### src/rtl/aes_round_engine.sv
// ---------------------------------------------------------------------------
// aes_round_engine
//   Iterative AES-128 encryption datapath. One round is processed per pass
//   through K_REQ -> K_CAP -> S_REQ. Round keys come from an external
//   key-expansion store and SubBytes is done by an external S-box unit.
//   ShiftRows, MixColumns and AddRoundKey are done locally.
//
// Ports
//   clk        in   single clock, all state updates on posedge
//   rst        in   asynchronous, active-high reset
//   start      in   request to encrypt pt_in (only looked at in IDLE)
//   pt_in      in   128-bit plaintext, byte0 = [127:120], column-major
//   key_done   in   round keys 0..NR are valid in the key store
//   key_rd_en  out  one-cycle round-key read strobe
//   key_addr   out  round-key index 0..NR
//   rk_in      in   round key, valid the cycle after key_rd_en
//   sb_rd_en   out  S-box request, held until sb_done
//   sb_in      out  state bytes to substitute
//   sb_out     in   substituted bytes, same byte order as sb_in
//   sb_done    in   sb_out valid this cycle
//   busy       out  high in every state except IDLE
//   done       out  one-cycle pulse, ct_out valid
//   ct_out     out  ciphertext, held until the next done or reset
// ---------------------------------------------------------------------------
module aes_round_engine #(
  parameter int NR = 10
) (
  input  logic         clk,
  input  logic         rst,
  input  logic         start,
  input  logic [127:0] pt_in,
  input  logic         key_done,
  output logic         key_rd_en,
  output logic [3:0]   key_addr,
  input  logic [127:0] rk_in,
  output logic         sb_rd_en,
  output logic [127:0] sb_in,
  input  logic [127:0] sb_out,
  input  logic         sb_done,
  output logic         busy,
  output logic         done,
  output logic [127:0] ct_out
);

  localparam logic [2:0] IDLE  = 3'd0;
  localparam logic [2:0] K_REQ = 3'd1;
  localparam logic [2:0] K_CAP = 3'd2;
  localparam logic [2:0] S_REQ = 3'd3;
  localparam logic [2:0] DONE  = 3'd4;

  localparam logic [3:0] LAST_ROUND = 4'(NR);

  logic [2:0]   fsm_q,   fsm_d;
  logic [3:0]   round_q, round_d;
  logic [127:0] state_q, state_d;
  logic [127:0] ct_q,    ct_d;
  logic         done_q,  done_d;

  // Multiply a GF(2^8) element by x, reducing with 0x11B.
  function automatic logic [7:0] xtime(input logic [7:0] b);
    xtime = {b[6:0], 1'b0} ^ (b[7] ? 8'h1b : 8'h00);
  endfunction

  // Byte (row r, column c) lives at index 4*c + r, counted from the MSB.
  // Row r is rotated left by r byte positions.
  function automatic logic [127:0] shift_rows(input logic [127:0] s);
    logic [127:0] res;
    res = '0;
    for (int c = 0; c < 4; c++) begin
      for (int r = 0; r < 4; r++) begin
        res[127-8*(4*c+r) -: 8] = s[127-8*(4*((c+r)%4)+r) -: 8];
      end
    end
    return res;
  endfunction

  // Each column is multiplied by the circulant matrix {02 03 01 01}.
  function automatic logic [127:0] mix_columns(input logic [127:0] s);
    logic [127:0] res;
    logic [7:0]   a0, a1, a2, a3;
    logic [7:0]   b0, b1, b2, b3;
    res = '0;
    for (int c = 0; c < 4; c++) begin
      a0 = s[127-32*c -: 8];
      a1 = s[119-32*c -: 8];
      a2 = s[111-32*c -: 8];
      a3 = s[103-32*c -: 8];
      b0 = xtime(a0);
      b1 = xtime(a1);
      b2 = xtime(a2);
      b3 = xtime(a3);
      res[127-32*c -: 8] = b0 ^ (b1 ^ a1) ^ a2 ^ a3;
      res[119-32*c -: 8] = a0 ^ b1 ^ (b2 ^ a2) ^ a3;
      res[111-32*c -: 8] = a0 ^ a1 ^ b2 ^ (b3 ^ a3);
      res[103-32*c -: 8] = (b0 ^ a0) ^ a1 ^ a2 ^ b3;
    end
    return res;
  endfunction

  // Next-state logic. Round 0 is a bare AddRoundKey; rounds 1..NR-1 apply
  // MixColumns before the key; the last round skips MixColumns. SubBytes and
  // ShiftRows are applied when the S-box answers, so K_CAP always sees a
  // state that has already been through SubBytes/ShiftRows for that round.
  always_comb begin
    fsm_d   = fsm_q;
    round_d = round_q;
    state_d = state_q;
    ct_d    = ct_q;
    done_d  = 1'b0;
    case (fsm_q)
      IDLE: begin
        if (start && key_done) begin
          state_d = pt_in;
          round_d = 4'd0;
          fsm_d   = K_REQ;
        end
      end
      K_REQ: begin
        fsm_d = K_CAP;
      end
      K_CAP: begin
        if (round_q == 4'd0) begin
          state_d = state_q ^ rk_in;
          round_d = 4'd1;
          fsm_d   = S_REQ;
        end else if (round_q == LAST_ROUND) begin
          state_d = state_q ^ rk_in;
          fsm_d   = DONE;
        end else begin
          state_d = mix_columns(state_q) ^ rk_in;
          round_d = round_q + 4'd1;
          fsm_d   = S_REQ;
        end
      end
      S_REQ: begin
        if (sb_done) begin
          state_d = shift_rows(sb_out);
          fsm_d   = K_REQ;
        end
      end
      DONE: begin
        ct_d   = state_q;
        done_d = 1'b1;
        fsm_d  = IDLE;
      end
      default: begin
        fsm_d = IDLE;
      end
    endcase
  end

  // State registers; reset clears everything so outputs are zero at once.
  always_ff @(posedge clk or posedge rst) begin
    if (rst) begin
      fsm_q   <= IDLE;
      round_q <= 4'd0;
      state_q <= '0;
      ct_q    <= '0;
      done_q  <= 1'b0;
    end else begin
      fsm_q   <= fsm_d;
      round_q <= round_d;
      state_q <= state_d;
      ct_q    <= ct_d;
      done_q  <= done_d;
    end
  end

  // Strobes are decoded from the state, so they can never overlap and drop
  // in the cycle right after the state is left.
  assign key_rd_en = (fsm_q == K_REQ);
  assign key_addr  = key_rd_en ? round_q : 4'd0;
  assign sb_rd_en  = (fsm_q == S_REQ);
  assign sb_in     = sb_rd_en ? state_q : '0;
  assign busy      = (fsm_q != IDLE);
  assign done      = done_q;
  assign ct_out    = ct_q;

endmodule
### config.mk
export PLATFORM = sky130hd
export DESIGN_NAME = aes_round_engine
export DESIGN_NICKNAME = d
export VERILOG_FILES = /design/src/rtl/aes_round_engine.sv
export SDC_FILE = /design/constraint.sdc
export NUM_CORES = 1
export LEC_CHECK = 0
export CAP_MARGIN = 20
export CELL_PAD_IN_SITES_DETAIL_PLACEMENT = 1
export CELL_PAD_IN_SITES_GLOBAL_PLACEMENT = 1
export CORE_UTILIZATION = 25
export CTS_BUF_LIST = sky130_fd_sc_hd__clkbuf_4 sky130_fd_sc_hd__clkbuf_8
export DETAILED_ROUTE_END_ITERATION = 10
export MAX_ROUTING_LAYER = met4
export PLACE_DENSITY = 0.62
export SYNTH_ARGS = -nofsm -noshare
export SYNTH_HDL_FRONTEND = slang
export SYNTH_SLANG_ARGS = --single-unit
### constraint.sdc
create_clock -name clk -period 11.1 [get_ports clk]
set_clock_uncertainty 0.1 [all_clocks]
set_input_delay 2.22 -clock clk [delete_from_list [all_inputs] [get_ports clk]]
set_output_delay 2.22 -clock clk [all_outputs]
set_load 0.05 [all_outputs]
==> qor.yml <==
syn-instance-count: 2251
ys_seq_area_frac: 0.330
antenna_left: 0
postCtsSetupBuffers: 0
maxSlewHeadroom: 0.258
grt_max_degree: 90
grt_usage: 0.236
ctsHtreeMaxLevel: 2
syn-cell-area_um2: 20000
rsz0062_at_grt: "false"
start_util: 0.253
slowest_delay_ns: 1.04
io_buffer_count: 652
placedInstanceArea_um2: 27100
yosys_warnings: 0
cts_tree: "built"
synth.avg_cell_area_um2: 8.88
core-area_um2: 79000
crit_path_end_kind: "primary output"
ctsResizeCount: 0
hold_path.class: "reg -> reg"
clock_sinks: 264
numCtsBuffers: 57
r2r-start: "fsm_q[0]"
drc: 0
crit_family: "buffers and inverters"
crit_start: "fsm_q[0]"
post-place-ws_ns: 4.43
finish.instance_area_um2: 28500
die_x_um: 285
synth_top_area_share: 0.330
antenna_found_initial: 28
outcome: "finished clean"
grt_pass1_vias: 20400
crit_path_max_fanout: 76
die_area_um2: 81100
initialDrtViolationCount: 894
die_y_um: 285
worstMarginPinSlew_ns: 1.11
route.vias.total: 18800
avgViaCountPerCell: 4.88
crit_end: "sb_in[6]"
synth_cell_types: 48
ir_worst_vdd_v: 0.000256
synth.area.top_cells: "dfrtp_1, xnor2_1, xor2_1"
dp_hpwl_um: 70600
drive_gt1_frac: 0.102
cp-start-kind: "flip-flop"
syn_nets: 2643
hold_buffers: 0
clk_pin_slew_ns: 0.05
layout_common_cells: "clkdlybuf4s50_1, xnor2_1, dfrtp_1"
yosys.area.top_type: "dfrtp_1"
path_depth: 5
min_delay_path_depth: 1
critPathArrivalTime_ns: 4.21
critPathKind: "reg -> out"
cts_root_buf: "clkbuf_8"
drtPass1Iterations: 5
hold_violations: 0
max_freq_mhz: 153
setup_viol: 0
cp_slowest_cell: "dfrtp_4"
ys_ff_latch: 264
period_minus_slack_ns: 6.53
io_pins: 653
num-nets-final: 3117
layout_commonest_cell: "clkdlybuf4s50_1"
finalSetupTns_ns: 0
drv_cap: 0
grt_pass1_wl_um: 139000
reg2reg_slack_ns: 7.02
post_drt_wl_per_cell_um: 24.7
p_per_area_nw_per_um2: 383
rows: 103
async_reset_ff_frac: 1.00
reg2regPathDepth: 7
synthFlopType: "dfrtp_1"
insertion_delay_ns: 0.67
crit_required_ns: 8.78
slew_violations: 0
p_leak_nw: 11.4
cts_buffer_depth: 3
grt.overflow.total: 0
layout_worst_path_cycle_share: 0.589
r2r-end: "state_q[21]"
synth_edf_count: 0
final.setup.worst_slack_ns: 4.57
nFillCells: 9020
path_cells: "inv_1 -> nor2_4 -> buf_4 -> and2_1 -> clkdlybuf4s50_1"
crit_buf_inv: 3
area_growth_pct: 42.5
place_congestion: 0.900
finalWirelength_um: 95000
final cells by class:
class / count / area, µm² / area share
multi-input combinational: 1719 / 12400 / 0.434
clock inverter: 9 / 97.6 / 0.00343
tap: 1050 / 1310 / 0.0461
sequential: 264 / 6610 / 0.232
clock buffer: 97 / 1230 / 0.0434
inverter: 5 / 26.3 / 0.000922
timing repair buffer: 678 / 6760 / 0.237
antenna: 29 / 72.6 / 0.00255
cells by family after synthesis:
kind of cell | count (synthesis) | synth area share
muxes | 147 | 0.0816
and+or+nand+nor | 605 | 0.153
buffers and inverters | 268 | 0.0547
adders and majority gates | 3 | 0.00188
xor gates and xnor gates | 525 | 0.258
DFF | 264 | 0.330
AOI/OAI and AO/OA | 439 | 0.121
cell usage after synthesis (2+ instances only):
master / instances
nor2_1: 29
buf_2: 63
xor2_1: 177
xor3_1: 2
xor2_2: 2
xnor2_1: 305
o211ai_1: 2
nand2_1: 218
a22o_1: 32
nor4_1: 2
o221ai_1: 2
dfrtp_1: 264
o21ai_0: 172
and3_1: 6
o21ai_1: 5
nand2b_1: 3
mux2_2: 128
xnor3_1: 33
xnor2_2: 5
mux2i_1: 19
a221o_1: 4
nand4_1: 32
buf_1: 4
a31oi_1: 5
a21oi_1: 201
inv_1: 5
o2111ai_1: 6
ha_1: 3
or4_1: 6
and2_1: 130
nand3b_1: 36
nand3_1: 135
a221oi_1: 6
clkbuf_1: 194
nor2b_1: 2
metrics by stage:
stage                     total power [mW]  hold WS (ns)  utilization  cells
final                                 10.9         0.404        0.361   3851
after floorplan                       7.43         0.447            -   2251
after global routing                  11.7         0.415        0.360   3848
after detailed placement              9.69         0.395        0.343   3715
after CTS                             11.0         0.409        0.359   3821
after global placement                9.53         0.389        0.342   3713
where the power goes:
part / internal (mW) / total [mW] / switching [mW]
combinational: 3.24 / 7.55 / 4.30
clock: 0.741 / 1.26 / 0.521
sequential: 1.23 / 2.11 / 0.878
total: 5.22 / 10.9 / 5.70
how the worst min path moves through the flow:
| stage | from | endpoint | slack (ns) |
|---|---|---|---|
| finish | ct_out[15] | ct_out[15] | 0.40 |
| global route | ct_out[20] | ct_out[20] | 0.41 |
| CTS | ct_out[20] | ct_out[20] | 0.41 |
| detailed placement | ct_out[20] | ct_out[20] | 0.39 |
| global placement | ct_out[9] | ct_out[9] | 0.39 |
| floorplan | round_q[3] | round_q[3] | 0.45 |
worst reg2reg max path: stages, from the launching register on:
cell	delay (ns)
dfrtp_4	1.04
inv_1	0.38
o21ai_0	0.55
a21o_4	0.54
buf_4	0.74
a21oi_1	0.30
a21oi_1	0.18
o21ai_0	0.09
registers in the layout, indices dropped and copies added, names as in the netlist:
signal	count
done	1
ct_out	128
state_q	128
round_q	4
fsm_q	3
metal layers:
metal  GRT usage  vias to the layer above  part of all wire
met3      0.0405                      122             0.047
met4      0.0730                        0             0.025
met1       0.283                     9599              0.42
li1            -                     8530                 -
met5           -                        -                 0
met2       0.399                      524              0.50
(Power assumes the default switching activity.)
